`src/rtl/ntt_pkg.sv`:
```
// Shared NTT datapath constants: coefficient width, modulus and the largest supported stage.
// No logic, so no latency or backpressure.
package ntt_pkg;

    localparam int                    DATA_WIDTH = 23;
    localparam logic [DATA_WIDTH-1:0] Q          = 23'd8380417;
    localparam int                    MAX_STAGE  = 7;

endpackage

```
`src/rtl/ntt_pair_buffer_delay_ram.sv`:
```
// Simple dual-port delay memory with one write port, one registered read port and no reset.
// Read data appears 1 cycle after i_rd_en and holds until the next read. There is no backpressure.
module delay_ram #(
    parameter int DEPTH = 128,
    parameter int WIDTH = 23,
    localparam int AW   = (DEPTH > 1) ? $clog2(DEPTH) : 1
) (
    input  logic             clk,
    input  logic             i_wr_en,
    input  logic [AW-1:0]    i_wr_addr,
    input  logic [WIDTH-1:0] i_wr_dat,
    input  logic             i_rd_en,
    input  logic [AW-1:0]    i_rd_addr,
    output logic [WIDTH-1:0] o_rd_dat
);

    // Sized to the full address space so a 1-deep instance still has a legal 1-bit index.
    localparam int NWORDS = 1 << AW;

    logic [WIDTH-1:0] r_mem [NWORDS];
    logic [WIDTH-1:0] r_rd_dat;

    always_ff @(posedge clk) begin
        if (i_wr_en) begin
            r_mem[i_wr_addr] <= i_wr_dat;
        end
        if (i_rd_en) begin
            r_rd_dat <= r_mem[i_rd_addr];
        end
    end

    assign o_rd_dat = r_rd_dat;

endmodule

```
`src/rtl/ntt_pair_buffer.sv`:
```
// Reorders a coefficient stream into butterfly operand pairs (x[j], x[j+2^STAGE]).
// Each pair appears 1 cycle after its second-half word is accepted. There is no backpressure.
module ntt_pair_buffer
    import ntt_pkg::*;
#(
    parameter int STAGE = 7
) (
    input  logic                       clk,
    input  logic                       rst_n,
    input  logic                       in_valid,
    input  logic                       in_first,
    input  logic [DATA_WIDTH-1:0]      in_data,
    output logic                       out_valid,
    output logic                       out_last,
    output logic [1:0][DATA_WIDTH-1:0] out,
    output logic                       sync_err
);

    localparam int DIST = 1 << STAGE;
    localparam int AW   = (STAGE > 0) ? STAGE : 1;

    logic [STAGE:0]          r_idx;
    logic                    r_out_vld;
    logic                    r_out_last;
    logic                    r_sync_err;
    logic                    r_have_pair;
    logic [DATA_WIDTH-1:0]   r_hi_dat;

    logic [STAGE:0]          w_eidx;
    logic                    w_second_half;
    logic                    w_wr_en;
    logic                    w_rd_en;
    logic [AW-1:0]           w_addr;
    logic [DATA_WIDTH-1:0]   w_rd_dat;
    logic [DATA_WIDTH-1:0]   w_lo_dat;

    // An accepted in_first always restarts the block at index 0.
    assign w_eidx        = (in_valid && in_first) ? '0 : r_idx;
    assign w_second_half = w_eidx[STAGE];
    assign w_wr_en       = in_valid && !w_second_half;
    assign w_rd_en       = in_valid &&  w_second_half;

    generate
        if (STAGE == 0) begin : g_addr_single
            assign w_addr = '0;
        end else begin : g_addr_multi
            assign w_addr = w_eidx[AW-1:0];
        end
    endgenerate

    delay_ram #(
        .DEPTH (DIST),
        .WIDTH (DATA_WIDTH)
    ) u_delay_ram (
        .clk       (clk),
        .i_wr_en   (w_wr_en),
        .i_wr_addr (w_addr),
        .i_wr_dat  (in_data),
        .i_rd_en   (w_rd_en),
        .i_rd_addr (w_addr),
        .o_rd_dat  (w_rd_dat)
    );

    always_ff @(posedge clk or negedge rst_n) begin
        if (!rst_n) begin
            r_idx       <= '0;
            r_out_vld   <= 1'b0;
            r_out_last  <= 1'b0;
            r_sync_err  <= 1'b0;
            r_have_pair <= 1'b0;
            r_hi_dat    <= '0;
        end else begin
            r_out_vld  <= w_rd_en;
            r_out_last <= w_rd_en && (&w_eidx);
            if (in_valid) begin
                r_idx <= w_eidx + 1'b1;
            end
            if (in_valid && in_first && (r_idx != '0)) begin
                r_sync_err <= 1'b1;
            end
            if (w_rd_en) begin
                r_hi_dat    <= in_data;
                r_have_pair <= 1'b1;
            end
        end
    end

    // The RAM read register has no reset, so mask it until the first pair has been read.
    assign w_lo_dat  = r_have_pair ? w_rd_dat : '0;

    assign out_valid = r_out_vld;
    assign out_last  = r_out_last;
    assign out       = {r_hi_dat, w_lo_dat};
    assign sync_err  = r_sync_err;

endmodule

```
`config.mk`:
```
export PLATFORM = sky130hd
export DESIGN_NAME = ntt_pair_buffer
export DESIGN_NICKNAME = d
export VERILOG_FILES = /design/src/rtl/ntt_pkg.sv /design/src/rtl/ntt_pair_buffer_delay_ram.sv /design/src/rtl/ntt_pair_buffer.sv
export SDC_FILE = /design/constraint.sdc
export NUM_CORES = 2
export LEC_CHECK = 0
export CORE_MARGIN = 4
export CORE_UTILIZATION = 25
export DETAILED_ROUTE_END_ITERATION = 8
export GPL_ROUTABILITY_DRIVEN = 0
export SYNTH_ARGS = -nofsm -noshare
export SYNTH_HDL_FRONTEND = slang
export SYNTH_HIERARCHICAL = 1
export SYNTH_SLANG_ARGS = --single-unit
```
`constraint.sdc`:
```
create_clock -name clk -period 5.15 [get_ports clk]
set_input_delay 0.7725 -clock clk [delete_from_list [all_inputs] [get_ports clk]]
set_output_delay 0.7725 -clock clk [all_outputs]
set_load 0.005 [all_outputs]
```
## Yosys cells after proc, flatten, opt, wreduce, memory -nomap -nowiden

Memories as Yosys holds them, arrays and structs flattened. A register that Yosys moved wholly into a read port is not among the register bits.
Cells that the tools add are included.

- $lt $le $gt $ge: 0
- Add/sub/neg operators: 1
- Reduce and logical (&&, ||, !) cells: 8
- Shift-type cells: 0
- Div/mod/pow operators: 0
- Eq/ne operators: 0
- Bitwise operators: 0
- Mux-type cells: 4
- $mul: 0

Operator list:

| operator | number |
|---|---|
| $mux 23 | 1 |
| $add 8x1->8 const B | 1 |
| $mux 8 | 1 |
| $reduce_and 8->1 | 1 |
| $reduce_bool 8->1 | 1 |
| $logic_and 1x1->1 | 5 |
| $mux 1 | 2 |
| $logic_not 1->1 | 1 |

- Output and inout port bits: 49
- Register bits after elaboration: 35
- Input bits: 27
- Memories kept: 1
- Word-level logic and storage cells: 20
- Latch bits: 0
- Bits in read-only memories: 0
- Bits in writable memories: 2944

Memory list:

| name | words | width | read ports | clocked after memory_dff | write ports | line | source |
|---|---|---|---|---|---|---|---|
| u_delay_ram.r_mem | 128 | 23 | 1 | 1 | 1 | ntt_pair_buffer_delay_ram.sv:20 | `logic [WIDTH-1:0] r_mem [NWORDS];` |

## Longest topological paths before layout

- Depth in word-level cells: 6
- Gate-level depth with buffers: 11
- Mapped depth without buffers: 6

## Cells and area by module

The synthesis kept the hierarchy.

Modules (own cells, without submodules):

| module | area each (sq um) | cells an instance | sequential area each (sq um) | instances |
|---|---|---|---|---|
| delay_ram | 112804.4 | 4356 | 89095.4 | 1 |
| ntt_pair_buffer | 1662.8 | 144 | 875.8 | 1 |

## Worst setup path after synthesis

OpenSTA, ideal clock, no wires.

- Path type: in2reg
- Start point: input in_valid
- End point: memory u_delay_ram.r_mem[82][0] (enable)
- Setup time: 432 ps
- Setup slack: 936 ps
- Buffers on the path: 2
- Arrival time: 3782 ps
- Stages on the path: 6
- Required time: 4718 ps
- Path through: buf_2 -> clkbuf_1 -> a21oi_1 -> nor2b_1 -> nand3_1 -> nor3_1

- Elaborated cells between the ends (all ways): 6
- Classes of those cells: mux: 3; reduce/logical: 3

RTL lines:

| element | line | source |
|---|---|---|
| from (decl) | ntt_pair_buffer.sv:10 | `input logic in_valid,` |
| $logic_and 1x1->1 | ntt_pair_buffer.sv:38 | `assign w_eidx = (in_valid && in_first) ? '0 : r_idx;` |
| $mux 8 | ntt_pair_buffer.sv:38 |  |
| named net w_eidx[4] | ntt_pair_buffer.sv:29 | `logic [STAGE:0] w_eidx;` |
| to (decl) | ntt_pair_buffer_delay_ram.sv:20 |  |

The timed path passes the listed nets, and every way through them passes these cells.

## Worst setup path in the final report

- Start point: input in_first
- End point: register u_delay_ram.r_rd_dat[2] (netlist: u_delay_ram/o_rd_dat[2]) (read register of u_delay_ram.r_mem) (data pin)

- Elaborated cells between the ends (all ways): 3
- Classes of those cells: mux: 1; reduce/logical: 2

RTL lines:

| element | line | source |
|---|---|---|
| from (decl) | ntt_pair_buffer.sv:11 | `input logic in_first,` |
| $logic_and 1x1->1 | ntt_pair_buffer.sv:38 |  |
| $mux 8 | ntt_pair_buffer.sv:38 |  |
| named net w_eidx[0] | ntt_pair_buffer.sv:29 |  |
| to (decl) | ntt_pair_buffer_delay_ram.sv:21 | `logic [WIDTH-1:0] r_rd_dat;` |

The timed path passes the listed nets, and every way through them passes these cells.
A chain may end at the register's enable or synchronous reset.

==> impl_metrics.json <==
{
  "synth_cell_type_count": 30,
  "grt_use_total": 0.127,
  "ir_drop_mv": 0.282,
  "status": "completed",
  "criticalPathCategory": "input port to flip-flop",
  "finalHoldWorstSlack_ps": 365,
  "end_kind": "flip-flop",
  "route.detailed.drc": 0,
  "ys_seq_area_frac": 0.786,
  "post_cts_resized": 0,
  "portBuffers": 75,
  "synth_edf_count": 2967,
  "slew_violations": 0,
  "min_period_ps": 4010,
  "first_global_vias": 53500,
  "path_buf_inv": 3,
  "synth_area_um2": 114000,
  "row_count": 248,
  "p_leak_nw": 40.4,
  "drv_cap": 0,
  "worstMarginPinSlew_ps": 1110,
  "grt_max_degree": 89,
  "pin_count": 76,
  "crit_chain": "clkdlybuf4s50_1 -> nand2_1 -> and2_4 -> buf_12 -> buf_12 -> mux4_2 -> mux4_2 -> mux4_2 -> mux2_2",
  "nNetsFinal": 5022,
  "critPathSlowestCell": "mux4_2",
  "fin_crit_sh": 0.779,
  "viasPerCell": 4.75,
  "dieHeight_um": 685,
  "ant_nets": 0,
  "finalHoldViolations": 0,
  "avgSynthCellArea_um2": 25.4,
  "hpwl_um": 179000,
  "wl_per_cell_um": 27.1,
  "ys.flop_type": "edfxtp_1",
  "ys_ff_latch": 3002,
  "power_w": 0.0569,
  "start_util": 0.251,
  "floorplan.die.width_um": 685,
  "cp-start-kind": "input port",
  "power.density_nw_per_um2": 420,
  "final_util": 0.297,
  "core_um2": 456000,
  "syn_to_final_growth_pct": 18.3,
  "drt_pass1_iterations": 7,
  "slowest_delay_ps": 630,
  "clock_path_buffers": 4,
  "max_freq_ghz": 0.249,
  "required_ps": 5840,
  "syn_nets": 4527,
  "antenna_found_initial": 52,
  "arrival_ps": 4700,
  "dr_total_vias": 53400,
  "multi_input_area_um2": 23800,
  "nFillCells": 43400,
  "drt_iter0_drc": 6949,
  "yosys_warnings": 6,
  "async_flop_share": 0.0117,
  "placed_area_um2": 125000,
  "final_area_um2": 135000,
  "setup_tns_ps": 0,
  "hold_class": "input port to flip-flop",
  "cp_max_fo": 39,
  "clk_pin_slew_ps": 60,
  "path_delay_family": "multiplexers",
  "ctsRootBufferMaster": "clkbuf_16",
  "drive_gt1_frac": 0.368,
  "cts_tree": "yes",
  "synthCells": 4500,
  "area.sequential_um2": 90000,
  "totalWireLength_um": 305000,
  "grt_remaining_overflow": 0,
  "maxSlewHeadroom": 0.262,
  "dieArea_um2": 469000,
  "skew_ps": 64.3,
  "grt_pass1_wl_um": 425000,
  "finalSetupViolCount": 0,
  "cp_common_cell": "mux4_2",
  "clkLatencyLatePin_ps": 950,
  "rsz0062_at_grt": "false",
  "cts_buffers": 324,
  "cts-htree-levels": 5,
  "cts_sinks": 3002
}
[final timing paths]
kind                            depth (start not counted)                         to  slack [ps]        start
max in group asynchronous                               3                   r_idx[2]        4190        rst_n
worst min-delay path                                    1  u_delay_ram/r_mem[29][13]         370  in_data[13]
worst min register to register                          1                r_hi_dat[0]         500  r_hi_dat[0]
worst max-delay path                                    9    u_delay_ram/o_rd_dat[2]        1140     in_first
worst max register to register                          7    u_delay_ram/o_rd_dat[2]        1230     r_idx[0]
min in group asynchronous                               3               r_hi_dat[22]         470        rst_n
[where the power goes]
| group | internal, W | total, W | switching, W |
|---|---|---|---|
| Clock | 0.0129 | 0.0220 | 0.00903 |
| Sequential | 0.0272 | 0.0273 | 0.000159 |
| Combinational | 0.00335 | 0.00760 | 0.00425 |
| Total | 0.0434 | 0.0569 | 0.0134 |
[placed cells by master, fill, tap and decap left out, types with 2 or more instances in the layout]
cell / n
a21oi_1: 3
a21oi_4: 4
and2_1: 23
and2_4: 2
buf_12: 79
buf_4: 275
bufinv_16: 23
clkbuf_1: 85
clkbuf_16: 330
clkbuf_8: 4
clkdlybuf4s50_1: 51
clkinv_1: 59
clkinv_2: 47
clkinv_8: 3
clkinvlp_4: 7
dfrtp_1: 35
diode_2: 17
edfxtp_1: 2967
inv_1: 6
inv_6: 4
mux2_2: 47
mux2i_1: 2
mux4_2: 966
nand2_1: 18
nand2b_1: 6
nand3_1: 17
nand4_1: 3
nor2_1: 4
nor2_2: 118
nor2b_1: 10
nor3_2: 9
nor4_1: 2
o211ai_1: 3
o22ai_1: 4
or4_1: 3
[cells in the mapped netlist (2+ instances only)]
cell / count / area [um2]
a21oi_1: 7 / 35.0
and2_1: 26 / 163
buf_1: 20 / 75.1
buf_2: 74 / 370
buf_6: 7 / 78.8
clkbuf_1: 137 / 514
dfrtp_1: 35 / 876
edfxtp_1: 2967 / 89100
inv_1: 6 / 22.5
mux2_2: 47 / 529
mux2i_1: 2 / 20.0
mux4_2: 966 / 21800
nand2_1: 18 / 67.6
nand2b_1: 6 / 37.5
nand3_1: 17 / 85.1
nand4_1: 3 / 18.8
nor2_1: 123 / 462
nor2b_1: 10 / 62.6
nor3_1: 10 / 50.1
nor4_1: 2 / 12.5
o211ai_1: 3 / 22.5
o22ai_1: 4 / 25.0
or4_1: 3 / 22.5
[worst reg2reg max path, stage by stage (launching register included)]
cell and delay, ps:
dfrtp_1 540, and2_4 400, buf_12 190, buf_12 290, mux4_2 670, mux4_2 620
mux4_2 630, mux2_2 320
[routing by layer]
layer  global-route usage  wire, um  vias up
met3               0.0250     26500      515
met4               0.0380      9100       20
li1                     -         -    20700
met5                    0       140        -
met1                0.173    123000    29600
met2                0.205    146000     2668
[metrics by stage]
stage,cells,worst slack [ps]
2_1_floorplan,4500,936
3_3_place_gp,10700,82.6
3_5_place_dp,10700,136
4_1_cts,11200,1150
5_1_grt,11200,1070
6_report,11200,1140
[sequential cells by signal, summed over array words and instances (netlist names)]
signal                flops
u_delay_ram/r_mem      2944
r_hi_dat                 23
u_delay_ram/o_rd_dat     23
r_idx                     8
out_last                  1
out_valid                 1
r_have_pair               1
sync_err                  1
[cells by family after synthesis]
logic type,share of synthesized area
multiplexers,0.195
AO/OA/AOI/OAI,0.000787
buffers and inverters,0.00927
AND/OR/NAND/NOR,0.00908
flip-flops,0.786
[timing repair]
item                                   4_1_cts  5_1_grt
hold buffers                                 1        0
endpoints found under the hold margin       35        0
buffers inserted                             0        0
[cell type report]
class,instances,share of cell area
well taps,6000,0.0554
repair buffers,407,0.0308
clock inverters,143,0.00948
diodes,17,0.000314
flip-flops and latches,3002,0.664
clock buffers,419,0.0637
multi-input cells,1254,0.176
inverters,6,0.000166
(Power assumes the default switching activity.)
